--- src/rtl/axil_master_pkg.sv ---
// Shared constants and FSM state encodings for the AXI4-Lite master engine.
package axil_master_pkg;

    localparam logic [1:0] RespOkay   = 2'd0;
    localparam logic [1:0] RespExokay = 2'd1;
    localparam logic [1:0] RespSlverr = 2'd2;
    localparam logic [1:0] RespDecerr = 2'd3;

    localparam logic [2:0] AxiProt = 3'b000;

    typedef enum logic [1:0] {
        WIdle = 2'd0,
        WAddr = 2'd1,
        WResp = 2'd2
    } wr_state_e;

    typedef enum logic [1:0] {
        RIdle = 2'd0,
        RAddr = 2'd1,
        RData = 2'd2
    } rd_state_e;

endpackage

--- src/rtl/axil_master_watchdog.sv ---
// Per-path watchdog: counts busy cycles and raises a sticky flag at TIMEOUT.
module axil_master_watchdog #(
    parameter int unsigned TIMEOUT = 1024
) (
    input  logic clk,
    input  logic resetn,
    input  logic busy_i,
    input  logic clear_i,
    output logic timeout_o
);

    localparam int unsigned CntW = $clog2(TIMEOUT + 1);

    logic [CntW-1:0] count_q, count_d;
    logic            flag_q, flag_d;

    always_comb begin
        count_d = count_q;
        flag_d  = flag_q;
        if (clear_i) begin
            count_d = '0;
            flag_d  = 1'b0;
        end else if (busy_i && count_q != CntW'(TIMEOUT)) begin
            count_d = count_q + 1'b1;
            // Flag rises in the same cycle the count shows TIMEOUT.
            if (count_q == CntW'(TIMEOUT - 1)) begin
                flag_d = 1'b1;
            end
        end
    end

    always_ff @(posedge clk or negedge resetn) begin
        if (!resetn) begin
            count_q <= '0;
            flag_q  <= 1'b0;
        end else begin
            count_q <= count_d;
            flag_q  <= flag_d;
        end
    end

    assign timeout_o = flag_q;

endmodule

--- src/rtl/axil_master.sv ---
// AXI4-Lite master: independent single-beat write and read engines.
// Optional watchdog flags enabled by defining AXIL_MASTER_TIMEOUT_EN.
module axil_master
    import axil_master_pkg::*;
#(
    parameter int unsigned AW      = 32,
    parameter int unsigned TIMEOUT = 1024
) (
    input  logic          clk,
    input  logic          resetn,
    input  logic          wr_start,
    input  logic [AW-1:0] wr_addr,
    input  logic [31:0]   wr_data,
    input  logic [3:0]    wr_strb,
    output logic          wr_idle,
    output logic          wr_done,
    output logic [1:0]    wr_resp,
    input  logic          rd_start,
    input  logic [AW-1:0] rd_addr,
    output logic          rd_idle,
    output logic          rd_done,
    output logic [31:0]   rd_data,
    output logic [1:0]    rd_resp,
    output logic          wr_timeout,
    output logic          rd_timeout,
    output logic [AW-1:0] M_AXI_AWADDR,
    output logic [2:0]    M_AXI_AWPROT,
    output logic          M_AXI_AWVALID,
    input  logic          M_AXI_AWREADY,
    output logic [31:0]   M_AXI_WDATA,
    output logic [3:0]    M_AXI_WSTRB,
    output logic          M_AXI_WVALID,
    input  logic          M_AXI_WREADY,
    input  logic [1:0]    M_AXI_BRESP,
    input  logic          M_AXI_BVALID,
    output logic          M_AXI_BREADY,
    output logic [AW-1:0] M_AXI_ARADDR,
    output logic [2:0]    M_AXI_ARPROT,
    output logic          M_AXI_ARVALID,
    input  logic          M_AXI_ARREADY,
    input  logic [31:0]   M_AXI_RDATA,
    input  logic [1:0]    M_AXI_RRESP,
    input  logic          M_AXI_RVALID,
    output logic          M_AXI_RREADY
);

    wr_state_e     wr_state_q, wr_state_d;
    logic [AW-1:0] awaddr_q, awaddr_d;
    logic [31:0]   wdata_q, wdata_d;
    logic [3:0]    wstrb_q, wstrb_d;
    logic          awvalid_q, awvalid_d;
    logic          wvalid_q, wvalid_d;
    logic          bready_q, bready_d;
    logic          b_got_q, b_got_d;
    logic [1:0]    b_resp_q, b_resp_d;
    logic          wr_done_q, wr_done_d;
    logic [1:0]    wr_resp_q, wr_resp_d;

    rd_state_e     rd_state_q, rd_state_d;
    logic [AW-1:0] araddr_q, araddr_d;
    logic          arvalid_q, arvalid_d;
    logic          rready_q, rready_d;
    logic          rd_done_q, rd_done_d;
    logic [31:0]   rd_data_q, rd_data_d;
    logic [1:0]    rd_resp_q, rd_resp_d;

    logic wr_accept, rd_accept;

    assign wr_accept = wr_start && (wr_state_q == WIdle);
    assign rd_accept = rd_start && (rd_state_q == RIdle);

    always_comb begin
        wr_state_d = wr_state_q;
        awaddr_d   = awaddr_q;
        wdata_d    = wdata_q;
        wstrb_d    = wstrb_q;
        awvalid_d  = awvalid_q;
        wvalid_d   = wvalid_q;
        bready_d   = bready_q;
        b_got_d    = b_got_q;
        b_resp_d   = b_resp_q;
        wr_resp_d  = wr_resp_q;
        wr_done_d  = 1'b0;
        unique case (wr_state_q)
            WIdle: begin
                if (wr_start) begin
                    awaddr_d   = wr_addr;
                    wdata_d    = wr_data;
                    wstrb_d    = wr_strb;
                    awvalid_d  = 1'b1;
                    wvalid_d   = 1'b1;
                    wr_state_d = WAddr;
                end
            end
            WAddr: begin
                // AW and W retire independently; move on once both are gone.
                awvalid_d = awvalid_q && !M_AXI_AWREADY;
                wvalid_d  = wvalid_q && !M_AXI_WREADY;
                if (!awvalid_d && !wvalid_d) begin
                    bready_d   = 1'b1;
                    wr_state_d = WResp;
                end
            end
            WResp: begin
                if (b_got_q) begin
                    b_got_d    = 1'b0;
                    wr_resp_d  = b_resp_q;
                    wr_done_d  = 1'b1;
                    wr_state_d = WIdle;
                end else if (bready_q && M_AXI_BVALID) begin
                    bready_d = 1'b0;
                    b_got_d  = 1'b1;
                    b_resp_d = M_AXI_BRESP;
                end
            end
            default: wr_state_d = WIdle;
        endcase
    end

    always_comb begin
        rd_state_d = rd_state_q;
        araddr_d   = araddr_q;
        arvalid_d  = arvalid_q;
        rready_d   = rready_q;
        rd_data_d  = rd_data_q;
        rd_resp_d  = rd_resp_q;
        rd_done_d  = 1'b0;
        unique case (rd_state_q)
            RIdle: begin
                if (rd_start) begin
                    araddr_d   = rd_addr;
                    arvalid_d  = 1'b1;
                    rd_state_d = RAddr;
                end
            end
            RAddr: begin
                if (M_AXI_ARREADY) begin
                    arvalid_d  = 1'b0;
                    rready_d   = 1'b1;
                    rd_state_d = RData;
                end
            end
            RData: begin
                if (rready_q && M_AXI_RVALID) begin
                    rready_d   = 1'b0;
                    rd_data_d  = M_AXI_RDATA;
                    rd_resp_d  = M_AXI_RRESP;
                    rd_done_d  = 1'b1;
                    rd_state_d = RIdle;
                end
            end
            default: rd_state_d = RIdle;
        endcase
    end

    always_ff @(posedge clk or negedge resetn) begin
        if (!resetn) begin
            wr_state_q <= WIdle;
            awaddr_q   <= '0;
            wdata_q    <= '0;
            wstrb_q    <= '0;
            awvalid_q  <= 1'b0;
            wvalid_q   <= 1'b0;
            bready_q   <= 1'b0;
            b_got_q    <= 1'b0;
            b_resp_q   <= RespOkay;
            wr_done_q  <= 1'b0;
            wr_resp_q  <= RespOkay;
            rd_state_q <= RIdle;
            araddr_q   <= '0;
            arvalid_q  <= 1'b0;
            rready_q   <= 1'b0;
            rd_done_q  <= 1'b0;
            rd_data_q  <= '0;
            rd_resp_q  <= RespOkay;
        end else begin
            wr_state_q <= wr_state_d;
            awaddr_q   <= awaddr_d;
            wdata_q    <= wdata_d;
            wstrb_q    <= wstrb_d;
            awvalid_q  <= awvalid_d;
            wvalid_q   <= wvalid_d;
            bready_q   <= bready_d;
            b_got_q    <= b_got_d;
            b_resp_q   <= b_resp_d;
            wr_done_q  <= wr_done_d;
            wr_resp_q  <= wr_resp_d;
            rd_state_q <= rd_state_d;
            araddr_q   <= araddr_d;
            arvalid_q  <= arvalid_d;
            rready_q   <= rready_d;
            rd_done_q  <= rd_done_d;
            rd_data_q  <= rd_data_d;
            rd_resp_q  <= rd_resp_d;
        end
    end

    assign wr_idle = (wr_state_q == WIdle) && !wr_start;
    assign rd_idle = (rd_state_q == RIdle) && !rd_start;
    assign wr_done = wr_done_q;
    assign wr_resp = wr_resp_q;
    assign rd_done = rd_done_q;
    assign rd_data = rd_data_q;
    assign rd_resp = rd_resp_q;

    assign M_AXI_AWADDR  = awaddr_q;
    assign M_AXI_AWPROT  = AxiProt;
    assign M_AXI_AWVALID = awvalid_q;
    assign M_AXI_WDATA   = wdata_q;
    assign M_AXI_WSTRB   = wstrb_q;
    assign M_AXI_WVALID  = wvalid_q;
    assign M_AXI_BREADY  = bready_q;
    assign M_AXI_ARADDR  = araddr_q;
    assign M_AXI_ARPROT  = AxiProt;
    assign M_AXI_ARVALID = arvalid_q;
    assign M_AXI_RREADY  = rready_q;

`ifdef AXIL_MASTER_TIMEOUT_EN
    axil_master_watchdog #(
        .TIMEOUT(TIMEOUT)
    ) u_wr_watchdog (
        .clk      (clk),
        .resetn   (resetn),
        .busy_i   (wr_state_q != WIdle),
        .clear_i  (wr_accept),
        .timeout_o(wr_timeout)
    );

    axil_master_watchdog #(
        .TIMEOUT(TIMEOUT)
    ) u_rd_watchdog (
        .clk      (clk),
        .resetn   (resetn),
        .busy_i   (rd_state_q != RIdle),
        .clear_i  (rd_accept),
        .timeout_o(rd_timeout)
    );
`else
    logic unused_timeout;
    assign unused_timeout = (TIMEOUT == 0) ^ wr_accept ^ rd_accept;
    assign wr_timeout     = 1'b0;
    assign rd_timeout     = 1'b0;
`endif

endmodule

--- config.mk ---
export PLATFORM = sky130hd
export DESIGN_NAME = axil_master
export DESIGN_NICKNAME = d
export VERILOG_FILES = /design/src/rtl/axil_master_pkg.sv /design/src/rtl/axil_master_watchdog.sv /design/src/rtl/axil_master.sv
export SDC_FILE = /design/constraint.sdc
export NUM_CORES = 1
export LEC_CHECK = 0
export CORE_MARGIN = 4
export CORE_UTILIZATION = 39
export DETAILED_ROUTE_END_ITERATION = 7
export PLACE_DENSITY = 0.79
export SYNTH_ARGS = -nofsm -noshare
export SYNTH_HDL_FRONTEND = slang
export SYNTH_HIERARCHICAL = 1
export SYNTH_SLANG_ARGS = --single-unit
--- constraint.sdc ---
create_clock -name clk -period 4.4 [get_ports clk]
set_input_delay 0.66 -clock clk [delete_from_list [all_inputs] [get_ports clk]]
set_output_delay 0.66 -clock clk [all_outputs]
set_load 0.03 [all_outputs]
* Yosys cells after proc, flatten, opt, wreduce, memory -nomap -nowiden
Index checks and enable logic that the tools add are counted.
** Operators by class
- Multiply operators :: 0
- Shifts and indexed selects :: 0
- Mux-type cells :: 27
- Magnitude comparators :: 0
- Add/sub/neg operators :: 0
- Reduce and logical (&&, ||, !) cells :: 30
- Equality and inequality tests :: 12
- Bitwise operators :: 1
- Div/mod/pow operators :: 0
** Operators by type and width (count)
- inequality test 2 bit, second input constant :: 8
- AND reduction 3 bit :: 5
- two-way mux 1 bit :: 14
- two-way mux 2 bit :: 6
- one-hot mux 2 bit (3 select lines) :: 2
- one-hot mux 1 bit (2 select lines) :: 5
- AND reduction 2 bit :: 5
- nonzero test 2 bit :: 4
- logical AND 1 bit :: 7
- zero test 1 bit :: 6
- == test 2 x 1 -> 1 bit, second input constant :: 2
- == test 2 bit, second input constant :: 2
- zero test 2 bit :: 2
- AND reduction 4 bit :: 1
- inverter 1 bit :: 1
** Word-level totals
- Memories :: 0
- Register bits after elaboration :: 150
- Bits in read-only memories :: 0
- Memory bits (writable) :: 0
- Bits in latches :: 0

* Depth between registers and ports, before layout
Gate-level depths: netlist of run 1.
- Depth in word-level cells :: 6
- Mapped depth :: 5
- Mapped depth without buffers :: 3

* Worst setup path before layout of run 1
Ideal clock, no wire load.
- Kind :: in2out
- Start point :: input rd_start
- End point :: output rd_idle
- Path slack :: 2.428 ns
- Cell stages on the path :: 1
- Required time :: 3.740 ns
- Arrival :: 1.312 ns
- Cells stage by stage :: nor3_1
** On the way
- Cells in the longest elaborated chain, start to end :: 2
** RTL lines
- start, declared :: RTL line axil_master.sv:18 : input logic rd_start,
- zero test 1 bit :: RTL line axil_master.sv:199 : assign rd_idle = (rd_state_q == RIdle) && !rd_start;
- logical AND 1 bit :: RTL line axil_master.sv:199
- end, declared :: RTL line axil_master.sv:20 : output logic rd_idle,
Every way passes these cells.

* Worst setup path after layout of run 1
Same ends and word-level chain as after synthesis.

==> impl_results.html, run 1 <==
<table>
<tr><th>Metric</th><th>Value</th></tr>
<tr><th colspan="2">Global route</th></tr>
<tr><td>Wire length of the first global-routing pass</td><td>approximately 23,000 um</td></tr>
<tr><td>Initial antenna violation count</td><td>0</td></tr>
<tr><td>Congestion Overflow GR</td><td>0</td></tr>
<tr><td>Global router's overall resource usage</td><td>17.9%</td></tr>
<tr><td>Largest net degree at the start of global routing</td><td>80</td></tr>
<tr><td>Number of global-route vias before repair</td><td>roughly 4.4k</td></tr>
<tr><th colspan="2">Routing</th></tr>
<tr><td>Remaining design rule violation count</td><td>0</td></tr>
<tr><td>Number of vias in the routed layout</td><td>just under 4k</td></tr>
<tr><td>Via density</td><td>~4.7</td></tr>
<tr><td>Final Routed Wirelength</td><td>roughly 15,000 um</td></tr>
<tr><td>Post-route antenna net violation count</td><td>0</td></tr>
<tr><td>TritonRoute pass-1 iters</td><td>4</td></tr>
<tr><td>DR WL/cell</td><td>roughly 18 um</td></tr>
<tr><td>Starting DRT DRC Count</td><td>81</td></tr>
<tr><th colspan="2">Cells and area</th></tr>
<tr><td>Area of the multi-input gates</td><td>roughly 1800 sq um</td></tr>
<tr><td>Commonest cells after routing, fill and taps aside</td><td>288 x sky130_fd_sc_hd__clkdlybuf4s50_1, 150 x sky130_fd_sc_hd__dfrtp_1, 116 x sky130_fd_sc_hd__mux2_2</td></tr>
<tr><td>Fill cell instance count of the final layout</td><td>1,049</td></tr>
<tr><td>Area used by sequential logic in the layout</td><td>~3800 sq um</td></tr>
<tr><td>Antenna fix cells</td><td>0</td></tr>
<tr><td>Share of post-route cells with drive strength above 1</td><td>between 20% and 30%</td></tr>
<tr><td>Syn-to-layout area delta</td><td>63.4%</td></tr>
<tr><td>Layout Nets</td><td>around 800</td></tr>
<tr><td>Most common cell after layout, fill and taps aside</td><td>sky130_fd_sc_hd__clkdlybuf4s50_1</td></tr>
<tr><th colspan="2">Setup path</th></tr>
<tr><td>Path type of the worst setup path</td><td>in2out</td></tr>
<tr><td>Crit path arrival time</td><td>~2.0 ns</td></tr>
<tr><td>CP Max Fanout</td><td>4</td></tr>
<tr><td>Critical path capture point type</td><td>output port</td></tr>
<tr><td>Critical-path cell list</td><td>clkdlybuf4s50_1 &gt; nor3_1 &gt; clkdlybuf4s50_1</td></tr>
<tr><td>Library cell contributing the largest single delay on the critical path</td><td>sky130_fd_sc_hd__clkdlybuf4s50_1</td></tr>
<tr><td>Worst EP required</td><td>~3.7 ns</td></tr>
<tr><td>Critical Path Max Stage Delay</td><td>0.71 ns</td></tr>
<tr><td>Most common cell on crit path</td><td>sky130_fd_sc_hd__clkdlybuf4s50_1</td></tr>
<tr><td>Startpoint type of the worst setup path</td><td>primary input</td></tr>
<tr><th colspan="2">Floorplanning</th></tr>
<tr><td>Horiz. Die Dim</td><td>129 um</td></tr>
<tr><td>Number of placed I/O pins</td><td>298</td></tr>
<tr><td>Starting utilization of the core area</td><td>39.7%</td></tr>
<tr><td>Die Footprint</td><td>approximately 17,000 sq um</td></tr>
<tr><td>Placeable core region</td><td>roughly 14,000 sq um</td></tr>
<tr><td>Standard-cell rows</td><td>44</td></tr>
<tr><td>Die Height</td><td>between 100 and 150 um</td></tr>
<tr><th colspan="2">Power and ir drop</th></tr>
<tr><td>Cell leakage power</td><td>between 3 and 4 nW</td></tr>
<tr><td>Worst IR drop on VDD</td><td>approximately 0.53 mV</td></tr>
<tr><td>Power per Cell Area</td><td>approximately 840 nW/um^2</td></tr>
<tr><th colspan="2">STA</th></tr>
<tr><td>Clock Skew</td><td>~0.0094 ns</td></tr>
<tr><td>Worst path setup slack after routing</td><td>approximately 1.8 ns</td></tr>
<tr><td>Fin crit share</td><td>60.2%</td></tr>
<tr><td>Hold Vio Cnt, Final</td><td>0</td></tr>
<tr><td>Max transition margin</td><td>~51%</td></tr>
<tr><td>RSZ-0062 raised after global routing</td><td>false</td></tr>
<tr><td>Transition time at the pin with the least slew margin</td><td>between 0.7 and 0.8 ns</td></tr>
<tr><td>Final critical-path required period</td><td>roughly 2.6 ns</td></tr>
<tr><td>Final Max Tran Viols</td><td>0</td></tr>
<tr><td># setup viols final</td><td>0</td></tr>
<tr><td>Setup tns final</td><td>0 ns</td></tr>
<tr><td>Worst slack on hold paths</td><td>slightly below 0.3 ns</td></tr>
<tr><td>Maximum clock frequency</td><td>378 MHz</td></tr>
<tr><th colspan="2">Logic synthesis</th></tr>
<tr><td>Proportion of synthesized chip area in sequential cells</td><td>between 60% and 70%</td></tr>
<tr><td>Number of flip-flops and latches in the synthesized netlist</td><td>150</td></tr>
<tr><td>Count of warnings emitted by yosys</td><td>6</td></tr>
<tr><td>Synthesized netlist cell count</td><td>roughly 360</td></tr>
<tr><td>Synthesized cell area</td><td>5750 sq um</td></tr>
<tr><td>Synthesized area per cell</td><td>16.0 sq um</td></tr>
<tr><td>Library cells used by synthesis</td><td>24</td></tr>
<tr><th colspan="2">CTS</th></tr>
<tr><td>Clock buffer count from CTS</td><td>17</td></tr>
<tr><td>Sinks on Clock Net</td><td>150</td></tr>
<tr><td>Clock tree buffer depth</td><td>2</td></tr>
<tr><td>Buffer cell driving the clock tree root</td><td>sky130_fd_sc_hd__clkbuf_16</td></tr>
<tr><td>Post-CTS Hold Fix Bufs</td><td>0</td></tr>
<tr><td>Number of instances resized during post-cts repair</td><td>0</td></tr>
<tr><td>Skew-Pair Late Insertion Delay</td><td>0.41 ns</td></tr>
<tr><td>Buffers inserted during post-CTS setup optimization</td><td>0</td></tr>
<tr><td>H-tree depth</td><td>4</td></tr>
<tr><td>Clock input transition at the sequential cells of the worst setup and hold paths</td><td>approximately 0.050 ns</td></tr>
<tr><td>CTS tree</td><td>done</td></tr>
<tr><th colspan="2">Place</th></tr>
<tr><td>Final weighted congestion in routability-driven placement</td><td>around 0.76</td></tr>
<tr><td>Dpl hpwl</td><td>around 11,000 um</td></tr>
<tr><td>Pre-CTS worst setup slack</td><td>1.72 ns</td></tr>
<tr><td>I/O Buffers</td><td>just under 300</td></tr>
<tr><th colspan="2">Outcome</th></tr>
<tr><td>Status</td><td>finished clean</td></tr>
<tr><th colspan="2">Worst hold path</th></tr>
<tr><td>Hold Crit Class</td><td>in2async</td></tr>
<tr><th colspan="2">Job</th></tr>
<tr><td>Max-cap violations</td><td>0</td></tr>
</table>
## power breakdown
group | internal, mW | switching (mW) | leakage, nW
registers | 2.08 | 0.411 | 1.79
logic | 1.84 | 2.09 | 1.88
clock network | 0.962 | 0.525 | 0.301
## metrics by stage
step | utilization, % | instances | cell area, sq um | power [mW]
2_1_floorplan | - | 366 | 5780 | 4.70
3_3_place_gp | 60.6 | 819 | 8780 | 6.36
3_5_place_dp | 60.6 | 819 | 8780 | 6.48
5_1_grt | 64.9 | 850 | 9400 | 8.29
6_report | 64.9 | 850 | 9400 | 7.90
4_1_cts | 64.9 | 850 | 9400 | 8.01
## flip-flops by register name, summed over array words and instances, names as in the netlist
name / cells
wr_resp: 2
rd_resp: 2
M_AXI_BREADY: 1
M_AXI_ARVALID: 1
rd_data: 32
M_AXI_ARADDR: 32
b_resp_q: 2
b_got_q: 1
M_AXI_AWADDR: 32
rd_state_q: 2
M_AXI_WVALID: 1
M_AXI_RREADY: 1
M_AXI_AWVALID: 1
wr_state_q: 2
rd_done: 1
wr_done: 1
M_AXI_WSTRB: 4
M_AXI_WDATA: 32
## logic make-up after synthesis
logic type	synth area share [%]
flops	65.3
compound gates	1.24
simple gates	2.85
other cells	0.0652
mux	27.2
buf+inv	3.37
## synth_stat cells, drive strengths merged
cell type,instances,share of area (%)
nand2,5,0.33
mux2,138,27
nand2b,3,0.33
nor3,3,0.35
a21o,1,0.13
o21ai,8,0.70
nor2b,2,0.22
conb,1,0.065
mux2i,1,0.17
buf,25,2.9
inv,7,0.46
dfrtp,150,65
nand3b,1,0.13
a311oi,1,0.15
nor2,6,0.39
nor3b,2,0.54
nand4b,2,0.57
a21oi,3,0.26
## area by class of cell
cell class / count / area share [%]
clock buffer: 23 / 5.30
clock inverter: 8 / 1.28
inverter: 7 / 0.280
multi-input combinational: 184 / 19.5
sequential: 150 / 40.0
tap: 184 / 2.45
timing repair buffer: 294 / 31.2
## path summary, 6_finish.rpt
kind                             startpoint                to  slack (ns)  cells after the start
setup / recovery                   rd_start           rd_idle        1.75                      3
hold reg to reg            M_AXI_AWADDR[13]  M_AXI_AWADDR[13]        0.48                      1
setup reg to reg              rd_state_q[1]   M_AXI_ARADDR[2]        2.39                      3
hold / removal                       resetn       rd_data[28]        0.30                      1
min in group clk           M_AXI_AWADDR[13]  M_AXI_AWADDR[13]        0.48                      1
max in group asynchronous            resetn    M_AXI_WDATA[7]        3.07                      2
## metal layers
metal  routed length [um]  vias to the layer above  share of wire (%)  GRT usage (%)
met3                 1460                       15                9.7           6.68
met5                    0                        -                  0              0
met1                 5650                     1941                 37           20.1
met2                 7780                      175                 52           31.6
li1                     -                     1824                  -              -
met4                  208                        0                1.4           5.81
## critical path: cells and delay by family
family                 cells  cell delay (ns)
buffers and inverters      2             1.17
and+or+nand+nor            1             0.16
No activity file was read; power rests on OpenSTA's default activity.
==> inputs of run 2 (changes only) <==
==> constraint.sdc (replaced) <==
create_clock -name clk -period 2.65 [get_ports clk]
set_input_delay 0.3975 -clock clk [delete_from_list [all_inputs] [get_ports clk]]
set_output_delay 0.3975 -clock clk [all_outputs]
set_load 0.03 [all_outputs]
==> run 2 against run 1 <==
Against the previous run: worst setup slack lost 1.4 ns; clock power up 72%; clock skew decreased by 0.0021 ns; via count is 1.9% higher; sequential power increased by 66%; die area unchanged; first-iteration DRC count increased by 43%; global-route usage down 0.18 points; sequential share of layout area is 0.25 points lower; wire length down 0.95%; final area increased by 0.63%; hold slack improved by 0.19 ns; critical endpoint unchanged; largest cell class unchanged; largest power group unchanged.
==> impl_results.html, run 2 (same netlist as run 1, synthesis figures left out) <==
<table>
<tr><th>Metric</th><th>Value</th></tr>
<tr><th colspan="2">Job</th></tr>
<tr><td>Max-cap violations</td><td>0 (unchanged)</td></tr>
<tr><th colspan="2">CTS</th></tr>
<tr><td>CTS tree</td><td>done</td></tr>
<tr><td>Skew-Pair Late Insertion Delay</td><td>0.41 ns (about the same)</td></tr>
<tr><td>Clock buffer count from CTS</td><td>17 (unchanged)</td></tr>
<tr><td>Clock tree buffer depth</td><td>2 (unchanged)</td></tr>
<tr><td>Buffers inserted during post-CTS setup optimization</td><td>0 (unchanged)</td></tr>
<tr><td>H-tree depth</td><td>4 (unchanged)</td></tr>
<tr><td>Clock input transition at the sequential cells of the worst setup and hold paths</td><td>0.06 ns (about the same)</td></tr>
<tr><td>Sinks on Clock Net</td><td>150 (unchanged)</td></tr>
<tr><td>Buffer cell driving the clock tree root</td><td>sky130_fd_sc_hd__clkbuf_16</td></tr>
<tr><th colspan="2">Place</th></tr>
<tr><td>Placed Instance Area</td><td>8820 sq um (+0.46%)</td></tr>
<tr><td>Pre-CTS worst setup slack</td><td>0.424 ns (-1.30 ns)</td></tr>
<tr><td>Cells after DPL</td><td>821 (+0.24%)</td></tr>
<tr><td>I/O Buffers</td><td>289 (unchanged)</td></tr>
<tr><td>Dpl hpwl</td><td>11,500 um (+0.18%)</td></tr>
<tr><td>Final weighted congestion in routability-driven placement</td><td>0.773 (+1.3%)</td></tr>
<tr><th colspan="2">Routing</th></tr>
<tr><td>TritonRoute pass-1 iters</td><td>4 (unchanged)</td></tr>
<tr><td>Post-route antenna net violation count</td><td>0 (unchanged)</td></tr>
<tr><td>Final Routed Wirelength</td><td>15,000 um (-0.95%)</td></tr>
<tr><td>Remaining design rule violation count</td><td>0 (unchanged)</td></tr>
<tr><td>DR WL/cell</td><td>17.6 um (-1.2%)</td></tr>
<tr><td>Number of vias in the routed layout</td><td>4,031 (+1.9%)</td></tr>
<tr><td>Via density</td><td>4.73 (+1.7%)</td></tr>
<tr><td>Starting DRT DRC Count</td><td>116 (+43%)</td></tr>
<tr><th colspan="2">STA</th></tr>
<tr><td>Maximum clock frequency</td><td>about 440 MHz</td></tr>
<tr><td>Final critical-path required period</td><td>2.25 ns</td></tr>
<tr><td>Clock Skew</td><td>0.00728 ns (-0.00210 ns)</td></tr>
<tr><td>Worst slack on hold paths</td><td>0.486 ns (+0.191 ns)</td></tr>
<tr><td>Transition time at the pin with the least slew margin</td><td>0.641 ns (-0.0882 ns)</td></tr>
<tr><td>Max transition margin</td><td>57.2% (+5.8 points)</td></tr>
<tr><td>Fin crit share</td><td>85.1%</td></tr>
<tr><td>Worst path setup slack after routing</td><td>0.396 ns (-1.36 ns)</td></tr>
<tr><td>RSZ-0062 raised after global routing</td><td>false</td></tr>
<tr><td># setup viols final</td><td>0 (unchanged)</td></tr>
<tr><td>Hold Vio Cnt, Final</td><td>0 (unchanged)</td></tr>
<tr><td>Setup tns final</td><td>0 ns (unchanged)</td></tr>
<tr><td>Final Max Tran Viols</td><td>0 (unchanged)</td></tr>
<tr><th colspan="2">Setup path</th></tr>
<tr><td>Reg2reg start</td><td>rd_state_q[1]</td></tr>
<tr><td>Crit path arrival time</td><td>1.86 ns (-0.13 ns)</td></tr>
<tr><td>Startpoint type of the worst setup path</td><td>register</td></tr>
<tr><td>CP Max Fanout</td><td>9 (+5)</td></tr>
<tr><td>FF-to-FF path depth</td><td>2 (-1)</td></tr>
<tr><td>Worst EP required</td><td>2.25 ns (-1.49 ns)</td></tr>
<tr><td>Critical path capture point type</td><td>output port</td></tr>
<tr><td>Path type of the worst setup path</td><td>reg2out</td></tr>
<tr><td>Worst reg2reg path endpoint</td><td>rd_data[26]</td></tr>
<tr><td>Reg-to-reg setup timing slack</td><td>0.81 ns (-1.58 ns)</td></tr>
<tr><th colspan="2">Global route</th></tr>
<tr><td>Number of global-route vias before repair</td><td>4,400 (+0.32%)</td></tr>
<tr><td>Largest net degree at the start of global routing</td><td>67 (-16%)</td></tr>
<tr><td>Congestion Overflow GR</td><td>0 (unchanged)</td></tr>
<tr><td>Initial antenna violation count</td><td>0 (unchanged)</td></tr>
<tr><td>Wire length of the first global-routing pass</td><td>22,900 um (-1.5%)</td></tr>
<tr><td>Global router's overall resource usage</td><td>17.7% (-0.18 points)</td></tr>
<tr><th colspan="2">Floorplanning</th></tr>
<tr><td>Starting utilization of the core area</td><td>39.7% (unchanged)</td></tr>
<tr><td>Placeable core region</td><td>14,500 sq um (unchanged)</td></tr>
<tr><td>Die Footprint</td><td>16,800 sq um (unchanged)</td></tr>
<tr><td>Horiz. Die Dim</td><td>129 um (unchanged)</td></tr>
<tr><td>Standard-cell rows</td><td>44 (unchanged)</td></tr>
<tr><td>Number of placed I/O pins</td><td>298 (unchanged)</td></tr>
<tr><td>Die Height</td><td>129 um (unchanged)</td></tr>
<tr><th colspan="2">Power and ir drop</th></tr>
<tr><td>Cell leakage power</td><td>4.00 nW (+0.61%)</td></tr>
<tr><td>Power consumption</td><td>13.2 mW (+67%)</td></tr>
<tr><td>Power per Cell Area</td><td>1400 nW/um^2 (+66%)</td></tr>
<tr><td>Worst IR drop on VDD</td><td>0.743 mV (+41%)</td></tr>
<tr><th colspan="2">Cells and area</th></tr>
<tr><td>Most common cell after layout, fill and taps aside</td><td>sky130_fd_sc_hd__clkdlybuf4s50_1</td></tr>
<tr><td>Layout Nets</td><td>802 (+0.38%)</td></tr>
<tr><td>Commonest cells after routing, fill and taps aside</td><td>288 x sky130_fd_sc_hd__clkdlybuf4s50_1, 150 x sky130_fd_sc_hd__dfrtp_1, 116 x sky130_fd_sc_hd__mux2_2</td></tr>
<tr><td>Syn-to-layout area delta</td><td>64.4%</td></tr>
<tr><td>Design area</td><td>9450 sq um (+0.63%)</td></tr>
<tr><td>Antenna fix cells</td><td>0 (unchanged)</td></tr>
<tr><td>Non-filler cells, final</td><td>852 (+0.24%)</td></tr>
<tr><td>Post-Route Utilization</td><td>65.3% (+0.41 points)</td></tr>
<tr><td>Share of post-route cells with drive strength above 1</td><td>23.2% (-0.22 points)</td></tr>
<tr><th colspan="2">Worst hold path</th></tr>
<tr><td>Worst hold endpoint</td><td>M_AXI_AWADDR[19]</td></tr>
<tr><td>Number of cells on the worst hold path</td><td>1</td></tr>
<tr><td>Worst hold start</td><td>M_AXI_AWADDR[19]</td></tr>
<tr><td>Hold Crit Class</td><td>reg2reg</td></tr>
<tr><th colspan="2">Outcome</th></tr>
<tr><td>Status</td><td>finished clean</td></tr>
</table>
run 2: cell types whose count changed in the layout (fill, tap and decap cells not counted):
cell / change
sky130_fd_sc_hd__clkinv_4: +1
sky130_fd_sc_hd__clkbuf_1: +2
sky130_fd_sc_hd__clkinv_2: -1
sky130_fd_sc_hd__dlygate4sd3_1: +1
sky130_fd_sc_hd__clkinvlp_4: -1
sky130_fd_sc_hd__clkbuf_8: -4
sky130_fd_sc_hd__bufinv_16: +2
sky130_fd_sc_hd__buf_12: +2
run 2: worst max-delay path, stage by stage, from the launching register on:
cell                              delay (ns)
sky130_fd_sc_hd__dfrtp_1                0.52
sky130_fd_sc_hd__nor3_1                 0.23
sky130_fd_sc_hd__clkdlybuf4s50_1        0.70
run 2: what timing repair did:
action | CTS | global route
resized for setup | 0 | 0
endpoints found under the setup margin | 0 | 0
hold buffers | 1 | 0
endpoints found under the hold margin | 13 | 0
run 2: worst max-delay path by stage:
| stage | startpoint | to | slack (ns) | cells past startpoint |
|---|---|---|---|---|
| 6_report | rd_state_q[1] | rd_idle | 0.40 | 2 |
| 5_1_grt | rd_state_q[1] | rd_idle | 0.30 | 2 |
| 4_1_cts | rd_state_q[1] | rd_idle | 0.36 | 2 |
| 3_5_place_dp | wr_start | M_AXI_WSTRB[1] | 0.42 | 4 |
| 3_3_place_gp | wr_start | M_AXI_WDATA[19] | 0.49 | 4 |
| 2_1_floorplan | wr_state_q[0] | wr_idle | 1.05 | 2 |
run 2: routing by layer:
metal	global-route usage, %	vias up	part of all wire [%]
li1	-	1833	-
met1	20.2	1979	36
met2	29.9	188	51
met3	7.13	31	10
met4	7.03	0	2.1
met5	0	-	0
run 2: final cells by class:
| type | count | area, sq um |
|---|---|---|
| clock buffer | 21 | 450 |
| clock inverter | 9 | 176 |
| fill | 1054 | 5020 |
| inverter | 7 | 26.3 |
| multi-input combinational | 184 | 1840 |
| sequential | 150 | 3750 |
| tap | 184 | 230 |
| timing repair buffer | 297 | 2980 |
run 2: power by group:
| group | internal [mW] | switching [mW] | total, mW |
|---|---|---|---|
| Clock | 1.68 | 0.875 | 2.56 |
| Combinational | 3.07 | 3.48 | 6.55 |
| Sequential | 3.45 | 0.679 | 4.13 |
| Total | 8.20 | 5.03 | 13.2 |
